<file path="src/rtl/clarke_inv_arbiter.sv">
// Two-requester round-robin front end for a shared inverse-Clarke engine.
// One command in flight; results are routed back to the issuing requester.
module clarke_inv_arbiter #(
    parameter int DW          = 64,
    parameter int TIMEOUT_CYC = 64
) (
    input  logic          clk,
    input  logic          reset,

    input  logic [DW-1:0] s0_axis_tdata,
    input  logic          s0_axis_tvalid,
    output logic          s0_axis_tready,

    input  logic [DW-1:0] s1_axis_tdata,
    input  logic          s1_axis_tvalid,
    output logic          s1_axis_tready,

    output logic [DW-1:0] e_in_tdata,
    output logic          e_in_tvalid,
    input  logic          e_in_tready,

    input  logic [DW-1:0] e_out_tdata,
    input  logic          e_out_tvalid,
    output logic          e_out_tready,

    output logic [DW-1:0] m0_axis_tdata,
    output logic          m0_axis_tvalid,
    input  logic          m0_axis_tready,

    output logic [DW-1:0] m1_axis_tdata,
    output logic          m1_axis_tvalid,
    input  logic          m1_axis_tready,

    output logic          timeout_err,
    output logic          stale_drop,
    output logic          err_sticky,
    output logic [15:0]   txn_cnt0,
    output logic [15:0]   txn_cnt1
);

    typedef enum logic [1:0] {
        IDLE    = 2'd0,
        ISSUE   = 2'd1,
        WAIT    = 2'd2,
        DELIVER = 2'd3
    } state_t;

    localparam logic [15:0] CNT_LAST = 16'(TIMEOUT_CYC - 1);

    state_t        state_q, state_d;
    logic [DW-1:0] cmd_q, cmd_d;
    logic [DW-1:0] rsp_q, rsp_d;
    logic          chan_q, chan_d;
    logic          last_grant_q, last_grant_d;
    logic [15:0]   cnt_q, cnt_d;
    logic [15:0]   txn0_q, txn0_d;
    logic [15:0]   txn1_q, txn1_d;
    logic          timeout_q, timeout_d;
    logic          stale_q, stale_d;
    logic          sticky_q, sticky_d;

    logic          gnt;
    logic          s_hs;
    logic          m_hs;
    logic          wd_expired;

    // State and datapath registers
    always_ff @(posedge clk) begin
        if (reset) begin
            state_q      <= IDLE;
            cmd_q        <= '0;
            rsp_q        <= '0;
            chan_q       <= 1'b0;
            last_grant_q <= 1'b1;
            cnt_q        <= '0;
            txn0_q       <= '0;
            txn1_q       <= '0;
            timeout_q    <= 1'b0;
            stale_q      <= 1'b0;
            sticky_q     <= 1'b0;
        end else begin
            state_q      <= state_d;
            cmd_q        <= cmd_d;
            rsp_q        <= rsp_d;
            chan_q       <= chan_d;
            last_grant_q <= last_grant_d;
            cnt_q        <= cnt_d;
            txn0_q       <= txn0_d;
            txn1_q       <= txn1_d;
            timeout_q    <= timeout_d;
            stale_q      <= stale_d;
            sticky_q     <= sticky_d;
        end
    end

    assign wd_expired = (cnt_q == CNT_LAST);
    assign s_hs       = s0_axis_tready | s1_axis_tready;
    assign m_hs       = (state_q == DELIVER) &
                        (chan_q ? m1_axis_tready : m0_axis_tready);

    // Next-state logic; a result in the last watchdog cycle beats the abort
    always_comb begin
        state_d = state_q;
        unique case (state_q)
            IDLE: begin
                if (s_hs) state_d = ISSUE;
            end
            ISSUE: begin
                if (e_in_tready) state_d = WAIT;
            end
            WAIT: begin
                if (e_out_tvalid)    state_d = DELIVER;
                else if (wd_expired) state_d = IDLE;
            end
            DELIVER: begin
                if (m_hs) state_d = IDLE;
            end
            default: state_d = IDLE;
        endcase
    end

    // Output logic; grant is re-evaluated every IDLE cycle
    always_comb begin
        gnt = (s0_axis_tvalid & s1_axis_tvalid) ? ~last_grant_q
                                                : s1_axis_tvalid;

        s0_axis_tready = ~reset & (state_q == IDLE) &
                         s0_axis_tvalid & ~gnt;
        s1_axis_tready = ~reset & (state_q == IDLE) &
                         s1_axis_tvalid & gnt;

        e_in_tvalid    = (state_q == ISSUE);
        e_out_tready   = ~reset & (state_q != DELIVER);

        m0_axis_tvalid = (state_q == DELIVER) & ~chan_q;
        m1_axis_tvalid = (state_q == DELIVER) & chan_q;
    end

    // Datapath, counters and event pulses
    always_comb begin
        cmd_d        = cmd_q;
        rsp_d        = rsp_q;
        chan_d       = chan_q;
        last_grant_d = last_grant_q;
        cnt_d        = cnt_q;
        txn0_d       = txn0_q;
        txn1_d       = txn1_q;
        sticky_d     = sticky_q;
        timeout_d    = 1'b0;
        stale_d      = 1'b0;
        unique case (state_q)
            IDLE: begin
                stale_d = e_out_tvalid;
                if (s_hs) begin
                    cmd_d        = gnt ? s1_axis_tdata : s0_axis_tdata;
                    chan_d       = gnt;
                    last_grant_d = gnt;
                end
            end
            ISSUE: begin
                stale_d = e_out_tvalid;
                if (e_in_tready) cnt_d = '0;
            end
            WAIT: begin
                cnt_d = cnt_q + 16'd1;
                if (e_out_tvalid) begin
                    rsp_d = e_out_tdata;
                end else if (wd_expired) begin
                    timeout_d = 1'b1;
                    sticky_d  = 1'b1;
                end
            end
            DELIVER: begin
                if (m_hs) begin
                    if (chan_q) txn1_d = txn1_q + 16'd1;
                    else        txn0_d = txn0_q + 16'd1;
                end
            end
            default: ;
        endcase
    end

    assign e_in_tdata    = cmd_q;
    assign m0_axis_tdata = rsp_q;
    assign m1_axis_tdata = rsp_q;
    assign timeout_err   = timeout_q;
    assign stale_drop    = stale_q;
    assign err_sticky    = sticky_q;
    assign txn_cnt0      = txn0_q;
    assign txn_cnt1      = txn1_q;

endmodule
</file>
<file path="config.mk">
export PLATFORM = sky130hd
export DESIGN_NAME = clarke_inv_arbiter
export DESIGN_NICKNAME = d
export VERILOG_FILES = /design/src/rtl/clarke_inv_arbiter.sv
export SDC_FILE = /design/constraint.sdc
export NUM_CORES = 1
export LEC_CHECK = 0
export CAP_MARGIN = 20
export CORE_AREA = 2 2 168 170
export CTS_BUF_LIST = sky130_fd_sc_hd__clkbuf_16
export DETAILED_ROUTE_END_ITERATION = 16
export DIE_AREA = 0 0 170 172
export GPL_TIMING_DRIVEN = 0
export HOLD_SLACK_MARGIN = 0.08
export PLACE_DENSITY_LB_ADDON = 0.15
export SYNTH_ARGS = -nofsm -noshare
export SYNTH_HDL_FRONTEND = slang
export SYNTH_SLANG_ARGS = --single-unit
export TNS_END_PERCENT = 100
</file>
<file path="constraint.sdc">
create_clock -name clk -period 2.2 [get_ports clk]
set_clock_uncertainty 0.1 [all_clocks]
set_input_delay 0.66 -clock clk [delete_from_list [all_inputs] [get_ports clk]]
set_output_delay 0.66 -clock clk [all_outputs]
set_load 0.05 [all_outputs]
</file>
==> results of run 1 <==
## repair_timing
item | in CTS | in global routing
gates resized for setup | 373 | 89
gates cloned | 0 | 0
setup buffers | 8 | 5
setup endpoints to repair | 347 | 97
pin swaps | 2 | 2
## registers in the layout, indices dropped and copies added, names as in the netlist
| signal | cells |
|---|---|
| chan_q | 1 |
| cnt_q | 16 |
| e_in_tdata | 64 |
| err_sticky | 1 |
| last_grant_q | 1 |
| m0_axis_tdata | 64 |
| stale_drop | 1 |
| state_q | 2 |
| timeout_err | 1 |
| txn_cnt0 | 16 |
| txn_cnt1 | 16 |
## final cells by class
class	instances	area (µm²)	area share (%)
multi-input combinational	627	3760	28.1
tap	346	433	3.23
buffer	128	857	6.40
clock buffer	17	425	3.18
clock inverter	15	168	1.25
timing repair buffer	445	4040	30.2
inverter	9	33.8	0.252
sequential	183	3660	27.4
## power breakdown
group	switching (mW)	total, mW	leakage, nW	internal [mW]
logic	1.77	2.79	4.00	1.03
registers	0.145	3.69	1.49	3.55
clock network	1.46	3.07	0.285	1.61
## routing by layer
| layer | global-route usage, % | wire length (µm) | up-vias |
|---|---|---|---|
| li1 | - | - | 4157 |
| met1 | 21.0 | 11500 | 3637 |
| met2 | 35.1 | 14400 | 289 |
| met3 | 5.61 | 2310 | 13 |
| met4 | 4.20 | 323 | 0 |
| met5 | 0 | 0 | - |
## critical path, cell delays in order
cell and delay (ns):
buf_2 0.15, nor3_4 0.25, buf_4 0.15, and2_4 0.14, buf_12 0.14
## through the flow
stage	util, %	std cells
2_1_floorplan	-	948
3_3_place_gp	47.1	1726
3_5_place_dp	47.1	1726
4_1_cts	49.2	1766
5_1_grt	48.7	1770
6_report	48.7	1770
## path summary, 6_finish.rpt
path,startpoint,endpoint,cells past startpoint
worst min-delay path,err_sticky,err_sticky,2
worst min register to register,err_sticky,err_sticky,2
worst max register to register,state_q[1],m0_axis_tdata[11],8
worst max-delay path,reset,s1_axis_tready,5
## cell families (layout without fill, tap and decap cells)
logic type | Yosys count | in the layout | synth area share [%]
xor+xnor | 18 | 18 | 1.93
buf+inv | 138 | 614 | 9.94
compound gates | 192 | 192 | 14.7
mux | 68 | 68 | 8.40
fa+ha+maj | 3 | 3 | 0.460
flops | 183 | 183 | 44.9
simple gates | 346 | 346 | 19.7
## Yosys cell counts (5+ instances only)
| master | n | area (µm²) |
|---|---|---|
| a211oi_1 | 66 | 495 |
| a21oi_1 | 94 | 470 |
| buf_2 | 24 | 120 |
| buf_4 | 68 | 510 |
| clkbuf_1 | 34 | 128 |
| dfxtp_1 | 183 | 3660 |
| inv_1 | 9 | 33.8 |
| mux2i_1 | 64 | 641 |
| nand2_1 | 150 | 563 |
| nand3_1 | 15 | 75.1 |
| nand4_1 | 10 | 62.6 |
| nor2_1 | 102 | 383 |
| nor2b_1 | 6 | 37.5 |
| nor3_1 | 8 | 40.0 |
| nor4_1 | 6 | 37.5 |
| o21ai_0 | 9 | 45.0 |
| o31ai_1 | 5 | 37.5 |
| or3_1 | 10 | 62.6 |
| or4_1 | 6 | 45.0 |
| xnor2_1 | 12 | 105 |
| xor2_1 | 6 | 52.6 |
==> flow_summary.ini, run 1 <==
[final_layout]
drive_gt1_share_pct = 16.3
num_antenna_cells = 0
final_area_um2 = 13400
areaGrowthSynthToFinish_pct = 64.0
nFillCells = 2781
final_nets = 1614
layout_commonest_cell = clkdlybuf4s50_1
final_cell_mix = 196 x clkdlybuf4s50_1, 182 x dfxtp_1, 149 x nand2_1

[grt]
grt_start_max_net_pins = 19
grt_pass1_vias = 7857
grt-ovfl-total = 0
antenna_found_initial = 0
grt_util_all_layers_pct = 18.8
grt_pass1_wl_um = 43100

[synth]
ys.warnings.count = 0
ys_async_sr_fraction_pct = 0
syn_inst = 948
synth_fp_nets = 1151
synthDistinctLibCells = 55
syn_area_um2 = 8160
ys_seq_elements = 183
ys.flop_type = dfxtp_1
yosysSeqAreaShare_pct = 44.9
syn_avg_cell_area_um2 = 8.61
synth_edf_count = 0

[route]
viasPerCell = 4.57
wl_per_cell_um = 16.1
antenna_left = 0
drt_first_iter_violations = 366
drtPass1Iterations = 6
wirelength_um = 28500
vias = 8096
drcViolationCount = 0

[placement]
gp_congestion = 0.786
place_hpwl_um = 22200
dpl_worst_slack_ns = -1.76
post_dp_cell_area_um2 = 12900
port_buffers = 432

[sta]
hold_ws_ns = 0.343
clock.fmax_ghz = 0.446
fin_crit_sh_pct = 102
hold_viol = 0
slew_headroom_pct = 59.8
layout_setup_ws_ns = -0.0417
finalSetupViolCount = 2
drv_slew = 0
rsz0062_at_grt = true
period_minus_slack_ns = 2.24
worst-slew-pin-transition_ns = 0.606
setup_tns_ns = -0.0650

[die]
die_area_um2 = 29200
die_w_um = 170
rows = 61
chipHeight_um = 172
ioPinCount = 433
core_area_um2 = 27500
initial_core_util_pct = 29.7

[clock_network]
ctsHoldBuffers = 0
clk_pin_slew_ns = 0.07
clk_latency_ns = 0.42
cts_tree = yes
clock_tree.root_cell = clkbuf_16
htree_levels = 4
cts_made_buffers = 17
clock_path_buffers = 2
clkSinkCount = 183

[critical_path]
start_kind = primary input
cp.arrival_ns = 1.48
reg2reg_slack_ns = 0.17
worstSetupPathType = in2out
end_kind = output pin
critPathRequiredTime_ns = 1.44
crit_fanout = 4

[power]
finalPower_mw = 9.56
power_density_nw_per_um2 = 714
ir_worst_vdd_v = 0.000466
power.leakage_nw = 5.77

[outcome]
violations = setup timing
status = finished with violations

[flow_run]
drv_cap = 0

[min_path]
min_path_type = reg2reg
(Power assumes the default switching activity.)
==> inputs of run 2 (changes only) <==
CELL_PAD_IN_SITES_DETAIL_PLACEMENT = 1   (was default)
CELL_PAD_IN_SITES_GLOBAL_PLACEMENT = 1   (was default)
CORE_AREA = default   (was 2 2 168 170)
CORE_MARGIN = 1   (was default)
CORE_UTILIZATION = 25   (was default)
DIE_AREA = default   (was 0 0 170 172)
==> run 2 against run 1 <==
The flow still finishes with violations (setup timing). Total power fell by 0.39%. Sequential cell count did not move. Register-to-register slack barely moved. Via count rose by 2.7%. Combinational power barely moved. Design area rose by 0.96%. Final cell count rose by 4.9%. Fmax rose by 1.7%. Worst setup slack improved by 0.037 ns. Utilization fell by 6.2 points. Clock power fell by 2%. Global-route usage fell by 0.27 points. Largest cell class unchanged. Highest routed layer unchanged.
==> flow_summary.ini, run 2 (synthesis results as in run 1) <==
[die]
initial_core_util_pct = 25.7
die_w_um = 183
die_area_um2 = 33400
ioPinCount = 433
core_area_um2 = 31800
chipHeight_um = 183
rows = 65

[critical_path]
critPathTopFamily = simple AND/OR/NAND/NOR gates
worstSetupPathType = reg2out
slowest_stage = dfxtp_4
path_cells = nor3_4 -> nand2_2 -> nor2_4 -> buf_8
path_buf_inv = 1
critPathRequiredTime_ns = 1.44
end_kind = output pin
slowest_delay_ns = 0.38
crit_fanout = 6
start_kind = flop
cp.arrival_ns = 1.44

[final_layout]
multi_input_comb_area_um2 = 3760
final_nets = 1612
layout_commonest_cell = clkdlybuf4s50_1
num_antenna_cells = 0
final_util_pct = 42.5
final_area_um2 = 13500
final_cell_mix = 196 x clkdlybuf4s50_1, 179 x dfxtp_1, 149 x nand2_1
regArea_um2 = 3670
drive_gt1_share_pct = 17.7
nFillCells = 3699
areaGrowthSynthToFinish_pct = 65.6
final_cells = 1857

[placement]
gp_congestion = 0.775
dpl_worst_slack_ns = -1.74
dp_cells = 1815
place_hpwl_um = 24500
post_dp_cell_area_um2 = 13100
port_buffers = 432

[outcome]
violations = setup timing
status = finished with violations

[power]
finalPower_mw = 9.52
power.leakage_nw = 5.70
power_density_nw_per_um2 = 705
ir_worst_vdd_v = 0.000485

[sta]
clock.fmax_ghz = 0.454
drv_slew = 0
slew_headroom_pct = 58.1
worst-slew-pin-transition_ns = 0.632
layout_setup_ws_ns = -0.00426
period_minus_slack_ns = 2.20
finalSetupViolCount = 1
hold_viol = 0
fin_crit_sh_pct = 100
rsz0062_at_grt = true

[route]
wl_per_cell_um = 16.8
viasPerCell = 4.48
drcViolationCount = 0
wirelength_um = 31300
drt_first_iter_violations = 228
antenna_left = 0
drtPass1Iterations = 4
vias = 8313

[flow_run]
drv_cap = 0

[clock_network]
ctsHoldBuffers = 0
clk_latency_ns = 0.44
clkSinkCount = 183
clk_pin_slew_ns = 0.07
cts_made_buffers = 17
clock_tree.root_cell = clkbuf_16
cts_tree = yes
htree_levels = 4
clock_path_buffers = 2

[grt]
grt_pass1_vias = 8566
grt_pass1_wl_um = 47900
grt-ovfl-total = 0
grt_util_all_layers_pct = 18.5
grt_start_max_net_pins = 19
antenna_found_initial = 0

[min_path]
min_path_type = reg2reg
-- run 2: cell types whose count changed in the layout (fill, tap and decap cells not counted), moves of 2 or more --
cell / previous run / this run
clkdlybuf4s15_2: 11 / 35
clkbuf_1: 27 / 23
dfxtp_1: 182 / 179
dfxtp_2: 1 / 3
clkdlybuf4s15_1: 24 / 18
dlygate4sd2_1: 147 / 138
clkbuf_2: 49 / 43
clkbuf_8: 1 / 3
buf_12: 3 / 0
clkinvlp_4: 2 / 0
-- run 2: worst reg2reg max path, stage by stage, from the launching register on --
cell	delay, ns
dfxtp_2	0.38
buf_4	0.19
nor2b_1	0.05
buf_2	0.17
nand2_1	0.39
buf_1	0.42
nand2_1	0.10
a21oi_1	0.17
-- run 2: area by class of cell --
type                       count  area share (%)
buffer                       126            6.04
clock buffer                  17            3.15
clock inverter                15            1.04
inverter                       9           0.250
multi-input combinational    627            27.9
sequential                   183            27.2
tap                          435            4.03
timing repair buffer         445            30.5
-- run 2: timing repair --
action | in CTS | in global routing
endpoints found under the hold margin | 0 | 0
pin swaps | 4 | 5
gates resized for setup | 421 | 70
endpoints found under the setup margin | 361 | 94
setup buffers | 9 | 4
-- run 2: stage by stage --
step,hold WS [ns],TNS [ns]
2_1_floorplan,0.354,-0.165
3_3_place_gp,0.335,-125.65
3_5_place_dp,0.357,-132.89
4_1_cts,0.364,-0.0817
5_1_grt,0.390,-0.128
6_report,0.361,-0.00426
-- run 2: worst paths after layout --
| check | from | to | slack (ns) | cells past startpoint |
|---|---|---|---|---|
| worst max register to register | state_q[0] | m0_axis_tdata[12] | 0.17 | 7 |
| worst min register to register | err_sticky | err_sticky | 0.36 | 2 |
| worst max-delay path | state_q[1] | s0_axis_tready | -0.004 | 4 |
| worst min-delay path | err_sticky | err_sticky | 0.36 | 2 |
-- run 2: report_power, final --
group | leakage, nW | internal [mW] | switching [mW]
Combinational | 3.93 | 1.02 | 1.78
Sequential | 1.49 | 3.55 | 0.149
Clock | 0.283 | 1.50 | 1.52
Total | 5.70 | 6.07 | 3.46
-- run 2: metal layers --
metal / track usage (%) / vias up / wire [µm]
met5: 0 / - / 0
met1: 20.2 / 3879 / 12600
li1: - / 4138 / -
met2: 34.6 / 284 / 16200
met4: 3.90 / 0 / 248
met3: 5.83 / 12 / 2270
